--- src/rtl/symbol_pkg.sv ---
// symbol_pkg: shared types for the symbol rotation controller.
//   rot_state_t : 2-bit symbol form code, 0..3
//   pend_t      : pending manual rotation request
//   db_state_t  : button debounce FSM state
//   rot_step()  : apply one rotation request, wrapping modulo ROT_NUM
package symbol_pkg;

    localparam int ROT_NUM = 4;

    typedef logic [1:0] rot_state_t;

    typedef enum logic [1:0] {
        PEND_NONE,
        PEND_NEXT,
        PEND_PREV
    } pend_t;

    typedef enum logic [1:0] {
        DB_IDLE,
        DB_WAIT_PRESS,
        DB_PRESSED,
        DB_WAIT_RELEASE
    } db_state_t;

    // Two-bit arithmetic gives the 3 -> 0 and 0 -> 3 wrap for free.
    function automatic rot_state_t rot_step(rot_state_t r, pend_t dir);
        case (dir)
            PEND_NEXT: return r + 2'd1;
            PEND_PREV: return r - 2'd1;
            default:   return r;
        endcase
    endfunction

endpackage

--- src/rtl/symbol_rot_ctrl_if.sv ---
// symbol_rot_ctrl_if: bundle between the board/VGA side and the rotation
// controller.
//   btn_next, btn_prev : raw asynchronous buttons, active-high
//   auto_en            : level, enables periodic +1 stepping
//   frame_start        : one-cycle frame-start pulse from VGA timing
//   rot_state          : registered symbol form, 0..3
//   rot_changed        : one-cycle pulse in the cycle rot_state takes a new value
//   pend_dbg           : pending manual request (observation only)
//   next_db_state,
//   prev_db_state      : debounce FSM states (observation only)
//
// There is no valid/ready pair here: frame_start and rot_changed are
// single-cycle strobes that are consumed in the cycle they are high and never
// back-pressured; rot_state is a level that is only meaningful to sample
// when rot_changed is high or at any later cycle.
interface symbol_rot_ctrl_if;
    import symbol_pkg::*;

    logic       btn_next;
    logic       btn_prev;
    logic       auto_en;
    logic       frame_start;
    rot_state_t rot_state;
    logic       rot_changed;
    pend_t      pend_dbg;
    db_state_t  next_db_state;
    db_state_t  prev_db_state;

    modport master (
        output btn_next, btn_prev, auto_en, frame_start,
        input  rot_state, rot_changed, pend_dbg, next_db_state, prev_db_state
    );

    modport slave (
        input  btn_next, btn_prev, auto_en, frame_start,
        output rot_state, rot_changed, pend_dbg, next_db_state, prev_db_state
    );

endinterface

--- src/rtl/symbol_rot_ctrl_btn_debounce.sv ---
// btn_debounce: 2-FF synchronizer followed by a press/release debounce FSM.
//   clk, rst : clock, synchronous active-high reset
//   btn      : raw asynchronous button input
//   press    : one-cycle pulse on the WAIT_PRESS -> PRESSED transition
//   state    : current FSM state (observation)
// A level must be seen on DEBOUNCE_CYCLES consecutive synchronized cycles
// (counting the cycle that leaves the stable state) to be accepted.
module btn_debounce
    import symbol_pkg::*;
#(
    parameter int DEBOUNCE_CYCLES = 500000
) (
    input  logic      clk,
    input  logic      rst,
    input  logic      btn,
    output logic      press,
    output db_state_t state
);

    localparam int CW = $clog2(DEBOUNCE_CYCLES);
    localparam logic [CW-1:0] LAST = CW'(DEBOUNCE_CYCLES - 1);

    logic            sync_a;
    logic            level;
    db_state_t       state_nxt;
    logic [CW-1:0]   cnt;
    logic [CW-1:0]   cnt_nxt;

    always_ff @(posedge clk) begin
        if (rst) begin
            sync_a <= 1'b0;
            level  <= 1'b0;
            state  <= DB_IDLE;
            cnt    <= '0;
        end else begin
            sync_a <= btn;
            level  <= sync_a;
            state  <= state_nxt;
            cnt    <= cnt_nxt;
        end
    end

    always_comb begin
        state_nxt = state;
        cnt_nxt   = cnt;
        press     = 1'b0;
        case (state)
            DB_IDLE: begin
                // The first high cycle already counts as one stable cycle.
                if (level) begin
                    state_nxt = DB_WAIT_PRESS;
                    cnt_nxt   = CW'(1);
                end
            end
            DB_WAIT_PRESS: begin
                if (!level) begin
                    state_nxt = DB_IDLE;
                    cnt_nxt   = '0;
                end else if (cnt == LAST) begin
                    state_nxt = DB_PRESSED;
                    cnt_nxt   = '0;
                    press     = 1'b1;
                end else begin
                    cnt_nxt = cnt + CW'(1);
                end
            end
            DB_PRESSED: begin
                if (!level) begin
                    state_nxt = DB_WAIT_RELEASE;
                    cnt_nxt   = CW'(1);
                end
            end
            DB_WAIT_RELEASE: begin
                if (level) begin
                    state_nxt = DB_PRESSED;
                    cnt_nxt   = '0;
                end else if (cnt == LAST) begin
                    state_nxt = DB_IDLE;
                    cnt_nxt   = '0;
                end else begin
                    cnt_nxt = cnt + CW'(1);
                end
            end
            default: begin
                state_nxt = DB_IDLE;
                cnt_nxt   = '0;
            end
        endcase
    end

endmodule

--- src/rtl/symbol_rot_ctrl.sv ---
// symbol_rot_ctrl: produces the 2-bit rot_state for the symbol renderer.
//   clk, rst : clock, synchronous active-high reset
//   bus      : symbol_rot_ctrl_if.slave (buttons, auto_en, frame_start in;
//              rot_state, rot_changed and debug state out)
// Manual presses are latched into a pending request (last press wins, a
// simultaneous press of both buttons is dropped) and, like auto steps, are
// only committed on frame_start so a frame never shows two symbol forms.
module symbol_rot_ctrl
    import symbol_pkg::*;
#(
    parameter int DEBOUNCE_CYCLES    = 500000,
    parameter int AUTO_PERIOD_FRAMES = 60
) (
    input logic                clk,
    input logic                rst,
    symbol_rot_ctrl_if.slave   bus
);

    localparam int FW = $clog2(AUTO_PERIOD_FRAMES) + 1;
    localparam logic [FW-1:0] FLAST = FW'(AUTO_PERIOD_FRAMES - 1);

    logic          press_next;
    logic          press_prev;
    db_state_t     next_db_state;
    db_state_t     prev_db_state;
    pend_t         pend;
    pend_t         pend_in;
    pend_t         apply_dir;
    logic [FW-1:0] fcnt;
    rot_state_t    rot;
    logic          changed;

    btn_debounce #(.DEBOUNCE_CYCLES(DEBOUNCE_CYCLES)) u_next (
        .clk   (clk),
        .rst   (rst),
        .btn   (bus.btn_next),
        .press (press_next),
        .state (next_db_state)
    );

    btn_debounce #(.DEBOUNCE_CYCLES(DEBOUNCE_CYCLES)) u_prev (
        .clk   (clk),
        .rst   (rst),
        .btn   (bus.btn_prev),
        .press (press_prev),
        .state (prev_db_state)
    );

    // pend_in folds in a press from this very cycle, so a press coinciding
    // with frame_start is applied at that frame instead of waiting a frame.
    always_comb begin
        pend_in   = pend;
        apply_dir = PEND_NONE;
        if (press_next && !press_prev) begin
            pend_in = PEND_NEXT;
        end else if (press_prev && !press_next) begin
            pend_in = PEND_PREV;
        end
        if (bus.frame_start) begin
            if (pend_in != PEND_NONE) begin
                apply_dir = pend_in;
            end else if (bus.auto_en && fcnt == FLAST) begin
                apply_dir = PEND_NEXT;
            end
        end
    end

    always_ff @(posedge clk) begin
        if (rst) begin
            rot     <= '0;
            changed <= 1'b0;
            pend    <= PEND_NONE;
            fcnt    <= '0;
        end else begin
            changed <= 1'b0;
            if (apply_dir != PEND_NONE) begin
                // Any apply, manual or auto, restarts the auto period.
                rot     <= rot_step(rot, apply_dir);
                changed <= 1'b1;
                pend    <= PEND_NONE;
                fcnt    <= '0;
            end else begin
                pend <= pend_in;
                if (!bus.auto_en) begin
                    fcnt <= '0;
                end else if (bus.frame_start) begin
                    fcnt <= fcnt + FW'(1);
                end
            end
        end
    end

    assign bus.rot_state     = rot;
    assign bus.rot_changed   = changed;
    assign bus.pend_dbg      = pend;
    assign bus.next_db_state = next_db_state;
    assign bus.prev_db_state = prev_db_state;

endmodule
--- src/flat_wrapper.sv ---
// flat-port wrapper written by rule: the top's interface ports become plain ports
module symbol_rot_ctrl_flat import symbol_pkg::*;
#(
    parameter int DEBOUNCE_CYCLES    = 500000,
    parameter int AUTO_PERIOD_FRAMES = 60
)
  (clk, rst, bus_btn_next, bus_btn_prev, bus_auto_en, bus_frame_start, bus_rot_state, bus_rot_changed, bus_pend_dbg, bus_next_db_state, bus_prev_db_state);
  symbol_rot_ctrl_if bus_i ();
  input logic clk;
  input logic rst;
  input wire logic [$bits(bus_i.btn_next)-1:0] bus_btn_next;
  input wire logic [$bits(bus_i.btn_prev)-1:0] bus_btn_prev;
  input wire logic [$bits(bus_i.auto_en)-1:0] bus_auto_en;
  input wire logic [$bits(bus_i.frame_start)-1:0] bus_frame_start;
  output wire logic [$bits(bus_i.rot_state)-1:0] bus_rot_state;
  output wire logic [$bits(bus_i.rot_changed)-1:0] bus_rot_changed;
  output wire logic [$bits(bus_i.pend_dbg)-1:0] bus_pend_dbg;
  output wire logic [$bits(bus_i.next_db_state)-1:0] bus_next_db_state;
  output wire logic [$bits(bus_i.prev_db_state)-1:0] bus_prev_db_state;
  assign bus_i.btn_next = bus_btn_next;
  assign bus_i.btn_prev = bus_btn_prev;
  assign bus_i.auto_en = bus_auto_en;
  assign bus_i.frame_start = bus_frame_start;
  assign bus_rot_state = bus_i.rot_state;
  assign bus_rot_changed = bus_i.rot_changed;
  assign bus_pend_dbg = bus_i.pend_dbg;
  assign bus_next_db_state = bus_i.next_db_state;
  assign bus_prev_db_state = bus_i.prev_db_state;
  symbol_rot_ctrl #(.DEBOUNCE_CYCLES(DEBOUNCE_CYCLES), .AUTO_PERIOD_FRAMES(AUTO_PERIOD_FRAMES)) u_core (.clk(clk), .rst(rst), .bus(bus_i));
endmodule
--- config.mk ---
export PLATFORM = sky130hd
export DESIGN_NAME = symbol_rot_ctrl_flat
export DESIGN_NICKNAME = d
export VERILOG_FILES = /design/src/rtl/symbol_pkg.sv /design/src/rtl/symbol_rot_ctrl_if.sv /design/src/rtl/symbol_rot_ctrl_btn_debounce.sv /design/src/rtl/symbol_rot_ctrl.sv /design/src/flat_wrapper.sv
export SDC_FILE = /design/constraint.sdc
export NUM_CORES = 1
export LEC_CHECK = 0
export CORE_MARGIN = 5
export CORE_UTILIZATION = 30
export CTS_CLUSTER_DIAMETER = 50
export DETAILED_ROUTE_END_ITERATION = 10
export PLACE_DENSITY = 0.53
export SYNTH_ARGS = -nofsm -noshare
export SYNTH_HDL_FRONTEND = slang
export SYNTH_SLANG_ARGS = --single-unit
--- constraint.sdc ---
create_clock -name clk -period 2.7 [get_ports clk]
set_clock_uncertainty 0.15 [all_clocks]
set_input_delay 0.54 -clock clk [delete_from_list [all_inputs] [get_ports clk]]
set_output_delay 0.54 -clock clk [all_outputs]
set_load 0.01 [all_outputs]
# Word level (Yosys, flattened, before mapping)
# Cells that the tools add are included.
[totals]
ff_bits = 58
latch_bits = 0
ram_bits = 0
romBits = 0
in_bits = 6
output_inout_bits = 9
wordCells = 93
n_memories = 0
[classes]
add_sub_neg = 5
multipliers = 0
div = 0
magnitude_cmp = 0
eq_ne = 19
n_shift = 0
mux = 39
n_bitwise = 1
reduce_logical = 17
[ops]
columns = ["op", "count"]
rows = [
  ["19-bit two-way mux", 10],
  ["19-bit case mux with 4 select lines", 2],
  ["19-bit by 1-bit adder with 19-bit output (second input constant)", 2],
  ["19-bit equality test (second input constant)", 2],
  ["2-bit two-way mux", 16],
  ["2-bit case mux with 4 select lines", 2],
  ["3-bit inequality test (second input constant)", 4],
  ["2-bit equality test (second input constant)", 5],
  ["1-bit two-way mux", 8],
  ["2-bit inequality test (second input constant)", 4],
  ["4-bit AND reduction", 2],
  ["7-bit by 1-bit adder with 7-bit output (second input constant)", 1],
  ["7-bit by 6-bit equality test with 1-bit output (second input constant)", 1],
  ["2-bit by 1-bit equality test with 1-bit output (second input constant)", 3],
  ["2-bit AND reduction", 3],
  ["2-bit nonzero test", 3],
  ["2-bit zero test", 2],
  ["2-bit case mux with 2 select lines", 1],
  ["1-bit logical AND", 3],
  ["3-bit OR reduction", 1],
  ["2-bit by 1-bit adder with 2-bit output (second input constant)", 1],
  ["1-bit zero test", 2],
  ["2-bit OR reduction", 1],
  ["2-bit by 1-bit subtractor with 2-bit output (second input constant)", 1],
  ["1-bit NOT", 1],
]

# Longest topological paths before layout
# Gate-level depths: netlist of the first run.
[logic_depth]
word_depth = 14
ltp_mapped = 11
depth_no_buf = 11

# Hierarchy
# A second synthesis of the first run with hierarchy kept.
[hier_totals]
cells_unflattened = 330
hier_area_um2 = 2900.3
[modules_own_cells]
columns = ["mod", "n_inst", "cells_each", "area_per_inst_um2", "seq_area_each_um2"]
rows = [
  ["btn_debounce", 2, 135, 1171.1, 460.4],
  ["symbol_rot_ctrl", 1, 60, 558.0, 240.2],
]

# Worst setup path before layout of the first run
# No wires, ideal clock.
[synth_timing]
path_kind = "register -> register"
start = "register u_core.u_prev.cnt[0]"
end = "register u_core.rot[1], in the netlist u_core.bus.rot_state[1]"
setup_ns = 0.128
t_arrival_ns = 2.280
required_ns = 2.422
slack_ns = 0.142
stages_incl_launch_ff = 12
path_buffers = 0
period_less_slack_ns = 2.558
cell_sequence = "dfxtp_1 ha_1 nand3_1 nor4_4 nand3_2 o221a_1 a31oi_1 ha_1 xor2_1 nand2_1 xor2_1 nor2_1"
[synth_between]
elab_chain_len = 13
word_cells_on_any_way = 18
classes_between = "3 x eq/ne; 8 x mux; 7 x reduce/logical"
[synth_lines]
columns = ["element", "line", "text"]
rows = [
  ["start, declared", "symbol_rot_ctrl_btn_debounce.sv:26", "logic [CW-1:0] cnt;"],
  ["start signal, assigned", "symbol_rot_ctrl_btn_debounce.sv:39", "cnt <= cnt_nxt;"],
  ["19-bit equality test (*)", "symbol_rot_ctrl_btn_debounce.sv:59", "end else if (cnt == LAST) begin"],
  ["1-bit two-way mux (*)", "symbol_rot_ctrl_btn_debounce.sv:59", ""],
  ["1-bit two-way mux (*)", "symbol_rot_ctrl_btn_debounce.sv:56", "if (!level) begin"],
  ["1-bit two-way mux (*)", "symbol_rot_ctrl_btn_debounce.sv:47", "case (state)"],
  ["1-bit logical AND or 1-bit zero test (tied branches)", "symbol_rot_ctrl.sv:56, symbol_rot_ctrl.sv:54", ""],
  ["2-bit two-way mux or 1-bit logical AND (tied branches)", "symbol_rot_ctrl.sv:56, symbol_rot_ctrl.sv:54", ""],
  ["2-bit two-way mux (*)", "symbol_rot_ctrl.sv:54", "if (press_next && !press_prev) begin"],
  ["2-bit nonzero test", "symbol_rot_ctrl.sv:60", "if (pend_in != PEND_NONE) begin"],
  ["2-bit two-way mux (*)", "symbol_rot_ctrl.sv:60", ""],
  ["2-bit two-way mux (*)", "symbol_rot_ctrl.sv:59", "if (bus.frame_start) begin"],
  ["2-bit by 1-bit equality test with 1-bit output or 2-bit equality test (tied branches)", "symbol_pkg.sv:27", "case (dir)"],
  ["2-bit nonzero test (no line)", "n/a", ""],
  ["2-bit AND reduction (no line)", "n/a", ""],
  ["end signal, assigned", "symbol_rot_ctrl.sv:78", "rot <= rot_step(rot, apply_dir);"],
  ["end, declared", "symbol_rot_ctrl.sv:30", "rot_state_t rot;"],
]
# Mark *: on every way between the ends. The rest lies on a longest branch, timed or not.
# A chain may end at the register's enable or synchronous reset.

# Worst setup path in the final report of the first run
[layout_timing]
start = "register u_core.u_prev.cnt[7]"
end = "register u_core.rot[1], in the netlist u_core.bus.rot_state[1]"
# Same word-level chain as after synthesis.

==> results of run 1 <==
## per-layer routing
layer / vias to the layer above / part of all wire / track usage
met5: - / 0 / 0
met2: 42 / 0.45 / 0.190
met3: 12 / 0.032 / 0.0352
met1: 1236 / 0.50 / 0.171
li1: 1351 / - / -
met4: 0 / 0.022 / 0.0676
## path summary, 6_finish.rpt
path,to,slack (ps),cells past startpoint
hold / removal,u_core.u_next.level,290,1
setup / recovery,u_core.bus.rot_state[1],7,10
hold reg to reg,u_core.u_next.level,290,1
setup reg to reg,u_core.bus.rot_state[1],7,10
## synthesized netlist by cell type (4+ instances only)
cell | n | area (um2)
a21o_1 | 4 | 30.0
a21oi_1 | 19 | 95.1
a22o_1 | 8 | 70.1
a31oi_1 | 9 | 56.3
and2_1 | 5 | 31.3
and3_1 | 8 | 50.1
clkbuf_1 | 6 | 22.5
dfxtp_1 | 58 | 1160
ha_1 | 5 | 62.6
inv_1 | 7 | 26.3
mux2i_1 | 5 | 50.1
nand2_1 | 33 | 124
nand3_1 | 19 | 95.1
nand4_1 | 18 | 113
nor2_1 | 35 | 131
nor2b_1 | 8 | 50.1
nor3_1 | 10 | 50.1
nor3b_1 | 4 | 30.0
nor4_1 | 4 | 25.0
o21ai_0 | 15 | 75.1
o21ai_1 | 4 | 20.0
or3_1 | 5 | 31.3
xnor2_1 | 6 | 52.6
xor2_1 | 14 | 123
## stage by stage
step | total power [mW] | std cells
floorplan | 0.932 | 345
global placement | 0.963 | 504
detailed placement | 0.964 | 504
CTS | 1.80 | 520
global route | 1.86 | 520
finish | 1.78 | 520
## power by group
| part | switching [mW] | internal, mW |
|---|---|---|
| logic | 0.0469 | 0.0294 |
| clock network | 0.359 | 0.475 |
| registers | 0.00650 | 0.862 |
## state kept, by name (all words and copies together), names as in the netlist, named ones only
| name | count |
|---|---|
| u_core.u_next.sync_a | 1 |
| u_core.u_prev.level | 1 |
| u_core.u_prev.sync_a | 1 |
| u_core.u_next.level | 1 |
| u_core.u_next.state | 1 |
| u_core.bus.pend_dbg | 2 |
| u_core.u_prev.state | 1 |
| u_core.fcnt | 7 |
| u_core.u_next.cnt | 19 |
| u_core.bus.rot_changed | 1 |
| u_core.bus.rot_state | 2 |
| u_core.u_prev.cnt | 19 |
## worst register-to-register path: cells and delay by family, from the launching register on
kind	cells	cell delay, ps
AOI/OAI and AO/OA	2	480
adders and majority gates	1	210
and+or+nand+nor	5	1180
xor gates and xnor gates	2	270
DFF	1	310
## cell families after synthesis
logic type,synth area share
fa+ha+maj,0.0249
mux,0.0172
flops,0.399
buf+inv,0.0241
xor+xnor,0.0602
compound gates,0.169
simple gates,0.306
## area by class of cell
type | instances | area [um2]
Timing Repair Buffer | 36 | 305
Multi-Input combinational cell | 269 | 1690
Inverter | 8 | 30.0
Clock buffer | 12 | 155
Clock inverter | 4 | 50.0
Fill cell | 1001 | 6030
Tap cell | 133 | 166
Sequential cell | 58 | 1160
## placed cells by master, fill, tap and decap left out, drive strengths merged, types with 7 or more instances in the layout
| cell type | count |
|---|---|
| nand2 | 33 |
| buf | 22 |
| a22o | 8 |
| o21ai | 19 |
| nor3 | 10 |
| nor2b | 8 |
| clkbuf | 12 |
| a31oi | 9 |
| nor2 | 35 |
| clkdlybuf4s50 | 14 |
| inv | 7 |
| nand4 | 18 |
| a21oi | 19 |
| dfxtp | 58 |
| nand3 | 20 |
| and3 | 8 |
| xor2 | 14 |
==> results_dict.tcl, run 1 <==
set metrics [dict create \
    num_vias 2641 \
    dp_hpwl_um 4820 \
    cap_violations 0 \
    hold_path.startpoint "u_core.u_next.sync_a" \
    cp_data_arrival_time_ps 2790 \
    drc_errors 0 \
    drt_pass1_iterations 4 \
    crit_family "simple AND/OR/NAND/NOR gates" \
    viasPerCell 5.08 \
    place.gp.congestion 0.788 \
    cpPeakStageDelay_ps 550 \
    synth_edf_count 0 \
    hold_ws_ps 292 \
    period_minus_slack_ps 2690 \
    numCtsBuffers 9 \
    yosys_register_bits 58 \
    synth_cell_types 49 \
    status "finished clean" \
    critical_path_class "reg2reg" \
    rows 36 \
    syn_inst 345 \
    power.density_mw_per_mm2 499 \
    clock_sinks 58 \
    ir_worst_vdd_mv 0.320 \
    post-route-period-util 0.997 \
    ioPinCount 15 \
    relSlewSlack 0.306 \
    yosysSeqAreaShare 0.399 \
    async_flop_share 0 \
    hold_viol_final 0 \
    crit_required_ps 2790 \
    crit_path_top_delay_cell "or4b_4" \
    hold_path_class "reg2reg" \
    clk_latency_ps 350 \
    max_slew.worst_pin.slew_ps 1030 \
    post-place-ws_ps 31.4 \
    clkTransAtPathRegs_ps 70 \
    grt_pass1_wl_um 11900 \
    timing.fmax_mhz 371 \
    synth.avg_cell_area_um2 8.44 \
    finalMaxSlewViolations 0 \
    die_area_mm2 0.0118 \
    setup_viol 0 \
    grt_start_max_net_pins 25 \
    worstReg2RegStart "u_core.u_prev.cnt[7]" \
    cp_common_cell "xor2_1" \
    netlist_area_mm2 0.00291 \
    path_cells "or4b_4, nor4_4, nand3_2, o221a_1, a31oi_2, ha_2, xor2_1, nand2_1, xor2_1, nor2_1" \
    coreArea_mm2 0.00959 \
    drt_iter0_drc 73 \
    ys.flop_type "dfxtp_1" \
    clockBufferDepth 2 \
    startpoint "u_core.u_prev.cnt[7]" \
    postCtsSetupBuffers 0 \
    antenna_found_initial 0 \
    post-route-util 0.371 \
    p_leak_nw 1.29 \
    wl_per_cell_um 13.2 \
    crit_buf_inv 0 \
    placed_area_mm2 0.00334 \
    grt_pass1_vias 2434 \
    cp-end-kind "register" \
    yosys_warnings 0 \
    drt_wl_total_um 6860 \
    area_growth_pct 22.4 \
    critPathMaxFanout 4 \
    fin_setup_tns_ps 0 \
    cts_tree "done" \
    final_area_mm2 0.00356 \
    syn_nets 356 \
    ant_nets 0 \
    drive_above_1_share 0.129 \
    fin_ws_ps 6.86 \
    grt_overflow 0 \
    h-tree-depth 3 \
    fp.dieH_um 108 \
    port_buffers 14 \
    start_util 0.303 \
    nets 393 \
    start_kind "register" \
    grtUsageTotal 0.129 \
    rsz0062_at_grt "true" \
    cts_root_buf "clkbuf_8" \
    cts_hold_buf 0 \
    diodes 0 \
    die_w_um 108 \
    cts_resized 0 \
]
(Power assumes the default switching activity.)
==> inputs of run 2 (changes only) <==
Settings changed: CORE_ASPECT_RATIO set to 0.6, CORE_UTILIZATION 30 to 40, PLACE_DENSITY 0.53 to 0.65, SKIP_LAST_GASP set to 1.
==> results_dict.tcl, run 2 (same netlist as run 1, synthesis figures left out) <==
set metrics [dict create \
    grt_start_max_net_pins 25 \
    cts_hold_buf 0 \
    grt_util_met2 0.215 \
    place.gp.congestion 0.837 \
    coreArea_mm2 0.00718 \
    relSlewSlack 0.379 \
    die_w_um 120 \
    power.density_mw_per_mm2 572 \
    cap_violations 0 \
    post-place-ws_ps 42.6 \
    fin_setup_tns_ps 0 \
    grt_pass1_vias 2503 \
    drt_iter0_drc 231 \
    h-tree-depth 3 \
    clock_sinks 58 \
    nets 394 \
    setup_viol 0 \
    fin_ws_ps 119 \
    start_util 0.406 \
    cp-end-kind "register" \
    cts_tree "done" \
    max_slew.worst_pin.slew_ps 924 \
    hold_viol_final 0 \
    status "finished clean" \
    drc_errors 0 \
    regArea_mm2 0.00116 \
    antenna_found_initial 0 \
    start_kind "register" \
    clkTransAtPathRegs_ps 50 \
    cts_root_buf "clkbuf_16" \
    rsz0062_at_grt "true" \
    diodes 0 \
    grtUsageTotal 0.164 \
    ant_nets 0 \
    drt_pass1_iterations 4 \
    drive_above_1_share 0.142 \
    gr-usage-met1 0.241 \
    clockBufferDepth 2 \
    dp_hpwl_um 4990 \
    fillers 658 \
    wl_per_cell_um 14.7 \
    port_buffers 14 \
    numCtsBuffers 9 \
    final_cell_mix "dfxtp_1 (58), nor2_1 (34), nand2_1 (33)" \
    hold_path_class "reg2reg" \
    die_area_mm2 0.00914 \
    drt_wl_total_um 7040 \
    period_minus_slack_ps 2580 \
    p_leak_nw 1.34 \
    multiInputGateArea_mm2 0.00171 \
    timing.fmax_mhz 388 \
    top_usage_layer "met1" \
    grt_use_met3 0.0616 \
    viasPerCell 5.58 \
    crit_required_ps 2770 \
    rows 24 \
    fp.dieH_um 76.1 \
    finalMaxSlewViolations 0 \
    critPathMaxFanout 4 \
    post-route-period-util 0.956 \
    cp_data_arrival_time_ps 2650 \
    final_common_cell "dfxtp_1" \
    area_growth_pct 24.8 \
    grt_overflow 0 \
    ioPinCount 15 \
    num_vias 2675 \
    critical_path_class "reg2reg" \
    reg_top3 "u_core.u_next.cnt (19), u_core.u_prev.cnt (19), u_core.fcnt (7)" \
    grt_pass1_wl_um 12200 \
    ir_worst_vdd_mv 0.322 \
    clk_latency_ps 330 \
]
run 2: cell count changes in the layout (fill, tap and decap cells not counted), moves of 2 or more:
cell,change
clkbuf_8,-10
clkbuf_16,+9
clkinv_2,+2
clkinvlp_4,-2
run 2: power by group:
part           switching [mW]  internal (mW)  total, mW
clock network           0.395          0.735       1.13
registers             0.00698          0.864      0.871
logic                  0.0463         0.0305     0.0769
total                   0.448           1.63       2.08
run 2: worst max-delay path, cell delays in order, from the launching register on:
cell     delay [ps]
dfxtp_1         380
ha_2            240
nand3_2         140
nor4_4          330
nand3_2         110
o221a_1         270
a31oi_1         210
ha_1            210
xor2_1          160
nand2_1          80
xor2_1          130
nor2_1           50
run 2: path summary, 6_finish.rpt:
| kind | startpoint | end | slack [ps] | cells past startpoint |
|---|---|---|---|---|
| worst max-delay path | u_core.u_prev.cnt[1] | u_core.bus.rot_state[1] | 120 | 11 |
| worst min-delay path | u_core.u_prev.sync_a | u_core.u_prev.level | 290 | 1 |
| worst max register to register | u_core.u_prev.cnt[1] | u_core.bus.rot_state[1] | 120 | 11 |
| worst min register to register | u_core.u_prev.sync_a | u_core.u_prev.level | 290 | 1 |
run 2: metrics by stage:
| step | power [mW] | util | hold slack, ps | instances | instance area (um2) |
|---|---|---|---|---|---|
| finish | 2.08 | 0.506 | 293 | 479 | 3630 |
| global route | 2.15 | 0.506 | 318 | 479 | 3630 |
| CTS | 2.10 | 0.501 | 291 | 478 | 3600 |
| detailed placement | 0.964 | 0.460 | 281 | 462 | 3300 |
| global placement | 0.963 | 0.460 | 270 | 462 | 3300 |
| floorplan | 0.932 | - | 264 | 345 | 2910 |
run 2: timing repair:
action | 4_1_cts | 5_1_grt
resized for setup | 0 | 7
endpoints found under the setup margin | 0 | 13
setup buffers | 0 | 1
run 2: final cells by class:
| type | instances | share of cell area |
|---|---|---|
| timing repair buffer | 37 | 0.0895 |
| tap | 91 | 0.0313 |
| sequential | 58 | 0.320 |
| inverter | 8 | 0.00826 |
| clock buffer | 11 | 0.0668 |
| multi-input combinational | 269 | 0.470 |
| clock inverter | 5 | 0.0148 |
run 2: per-layer routing:
layer / part of all wire / wire length (um)
met5: 0 / 0
met4: 0.011 / 76
met3: 0.062 / 437
met2: 0.39 / 2740
met1: 0.54 / 3780
==> edit (settings of run 2) <==
`DEBOUNCE_CYCLES` is set to 500000 in 3 places; all go to 125000.
--- a/src/rtl/symbol_rot_ctrl_btn_debounce.sv
+++ b/src/rtl/symbol_rot_ctrl_btn_debounce.sv
@@ -8,7 +8,7 @@
 module btn_debounce
     import symbol_pkg::*;
 #(
-    parameter int DEBOUNCE_CYCLES = 500000
+    parameter int DEBOUNCE_CYCLES = 125000
 ) (
     input  logic      clk,
     input  logic      rst,
--- a/src/rtl/symbol_rot_ctrl.sv
+++ b/src/rtl/symbol_rot_ctrl.sv
@@ -8,7 +8,7 @@
 module symbol_rot_ctrl
     import symbol_pkg::*;
 #(
-    parameter int DEBOUNCE_CYCLES    = 500000,
+    parameter int DEBOUNCE_CYCLES    = 125000,
     parameter int AUTO_PERIOD_FRAMES = 60
 ) (
     input logic                clk,
--- a/src/flat_wrapper.sv
+++ b/src/flat_wrapper.sv
@@ -1,7 +1,7 @@
 // flat-port wrapper written by rule: the top's interface ports become plain ports
 module symbol_rot_ctrl_flat import symbol_pkg::*;
 #(
-    parameter int DEBOUNCE_CYCLES    = 500000,
+    parameter int DEBOUNCE_CYCLES    = 125000,
     parameter int AUTO_PERIOD_FRAMES = 60
 )
   (clk, rst, bus_btn_next, bus_btn_prev, bus_auto_en, bus_frame_start, bus_rot_state, bus_rot_changed, bus_pend_dbg, bus_next_db_state, bus_prev_db_state);
Function: no difference found for any inputs over 10 cycles, from zero or initial values and one cycle with rst high; that may be too few to reach the edited logic, so the function may still have changed.
==> edit against run 2 <==
  * Worst setup slack lost 0.060 ns
  * First-iteration DRC count decreased by 23%
  * Total power down 32%
  * Wire length is 17% lower
  * Sequential cell count down 4
  * Critical path depth is 1 lower
  * Global-route usage shrank 1.9 points
  * Via count decreased by 13%
  * Largest power group is now registers
  * Sequential share of layout area up 2.3 points
  * Synthesized cell count is 11% lower
  * Synthesized area fell by 9.2%
  * Final area fell by 13%
  * Core utilization down 0.087 points
==> edit: results (changes against run 2) <==
[final_layout]
nFillCells=589  ; -10%
drive_gt1_frac=0.1254  ; -0.01639
seq_share=0.3427  ; +0.02315
fin_cells=427  ; -11%
multi_input_comb_cells=238  ; -12%
multi_input_area_share=0.4790  ; +0.009303
nonClockInverterCount=6  ; -2
buf_share=0.1030  ; +0.01348
utilization=0.5054  ; -0.0008700
n_clock_buffer=6  ; -5
clkCellAreaFrac=0.03487  ; -0.04675

[worst_setup_path]
reg2regPathDepth=10  ; -1
worstPathArrival_ns=2.70  ; +0.05 ns
rr_startpoint=u_core.u_prev.cnt[8]
crit_fanout=2  ; -2
slowest_delay_ns=0.56  ; +0.18 ns

[synth]
synth_cell_types=48  ; -2.0%
synth_compound_area_frac=0.1232  ; -0.04537
synth_xor_area_frac=0.06964  ; +0.009446
synth_seq_cells=54  ; -6.9%
yosysSeqAreaShare=0.4093  ; +0.01032
avgSynthCellArea_um2=8.576  ; +1.7%
yosys.area_share.adder=0.03174  ; +0.006803
yosys-top-cells-count=dfxtp_1 (54), nor2_1 (36), nand2_1 (29)
syn-num-nets=319  ; -10%
ys_top_cells_by_area=dfxtp_1 (41%), nor2_1 (5.1%), nand2_1 (4.1%)

[clock_network]
numCtsBuffers=5  ; -4
clk_pin_slew_ns=0.11  ; +0.06 ns
htree_levels=2  ; -1
clock_latency_ns=0.31  ; -0.02 ns

[power]
p_int_mw=1.106  ; -32%
pwr-share-seq=0.571  ; +0.152
p_sw_frac=0.2178  ; +0.001962
clock_power_mw=0.546  ; -52%
p_leak_nw=1.122  ; -16%
vdd_drop_max_mv=0.2835  ; -12%

[run]
drv_cap=0  ; unchanged

[route]
vias_per_cell=5.419  ; -3.0%
dr.first_iter.drc_count=178  ; -23%
drtPass1Iterations=5  ; +1

[place]
dpl.hpwl_um=4246  ; -15%
post-place-ws_ns=-0.2434  ; -0.2861 ns
place_congestion=0.8083  ; -3.4%
placedCellCount=419  ; -9.3%
dpl_cell_area_um2=3019  ; -8.6%

[status]
status=completed

[global_routing]
grt_max_degree=21  ; -16%
grt_pass1_wl_um=9922  ; -19%
grt_pass1_vias=2115  ; -16%
grt_usage=0.1453  ; -0.01859

[sta]
slew_headroom=0.4766  ; +0.09725

[edit: layer usage]
metal,wire length (um),part of all wire,vias to the layer above,GRT usage
li1,-,-,1178,-
met1,3145,0.54,1067,0.2175
met2,2332,0.40,63,0.1981
met3,336,0.057,6,0.04225
met4,45,0.0077,0,0.04297
met5,0,0,-,0
[edit: cells by family (layout without fill, tap and decap cells)]
group                    count (synthesis)  in the layout
AND/OR/NAND/NOR                        154            154
flip-flops                              54             54
AO/OA/AOI/OAI                           52             52
XOR/XNOR                                21             21
buffers and inverters                   16             51
adder cells (fa/ha/maj)                  7              7
multiplexers                             4              4
[edit: final timing paths]
kind / slack (ns) / end
max: 0.06 / u_core.bus.rot_state[1]
max reg2reg: 0.06 / u_core.bus.rot_state[1]
min reg2reg: 0.32 / u_core.u_prev.level
min: 0.32 / u_core.u_prev.level
[edit: critical path: cells and delay by family (launching register included)]
kind | cells | cell delay [ns]
flops | 1 | 0.33
xor+xnor | 2 | 0.26
simple gates | 6 | 1.26
fa+ha+maj | 2 | 0.55
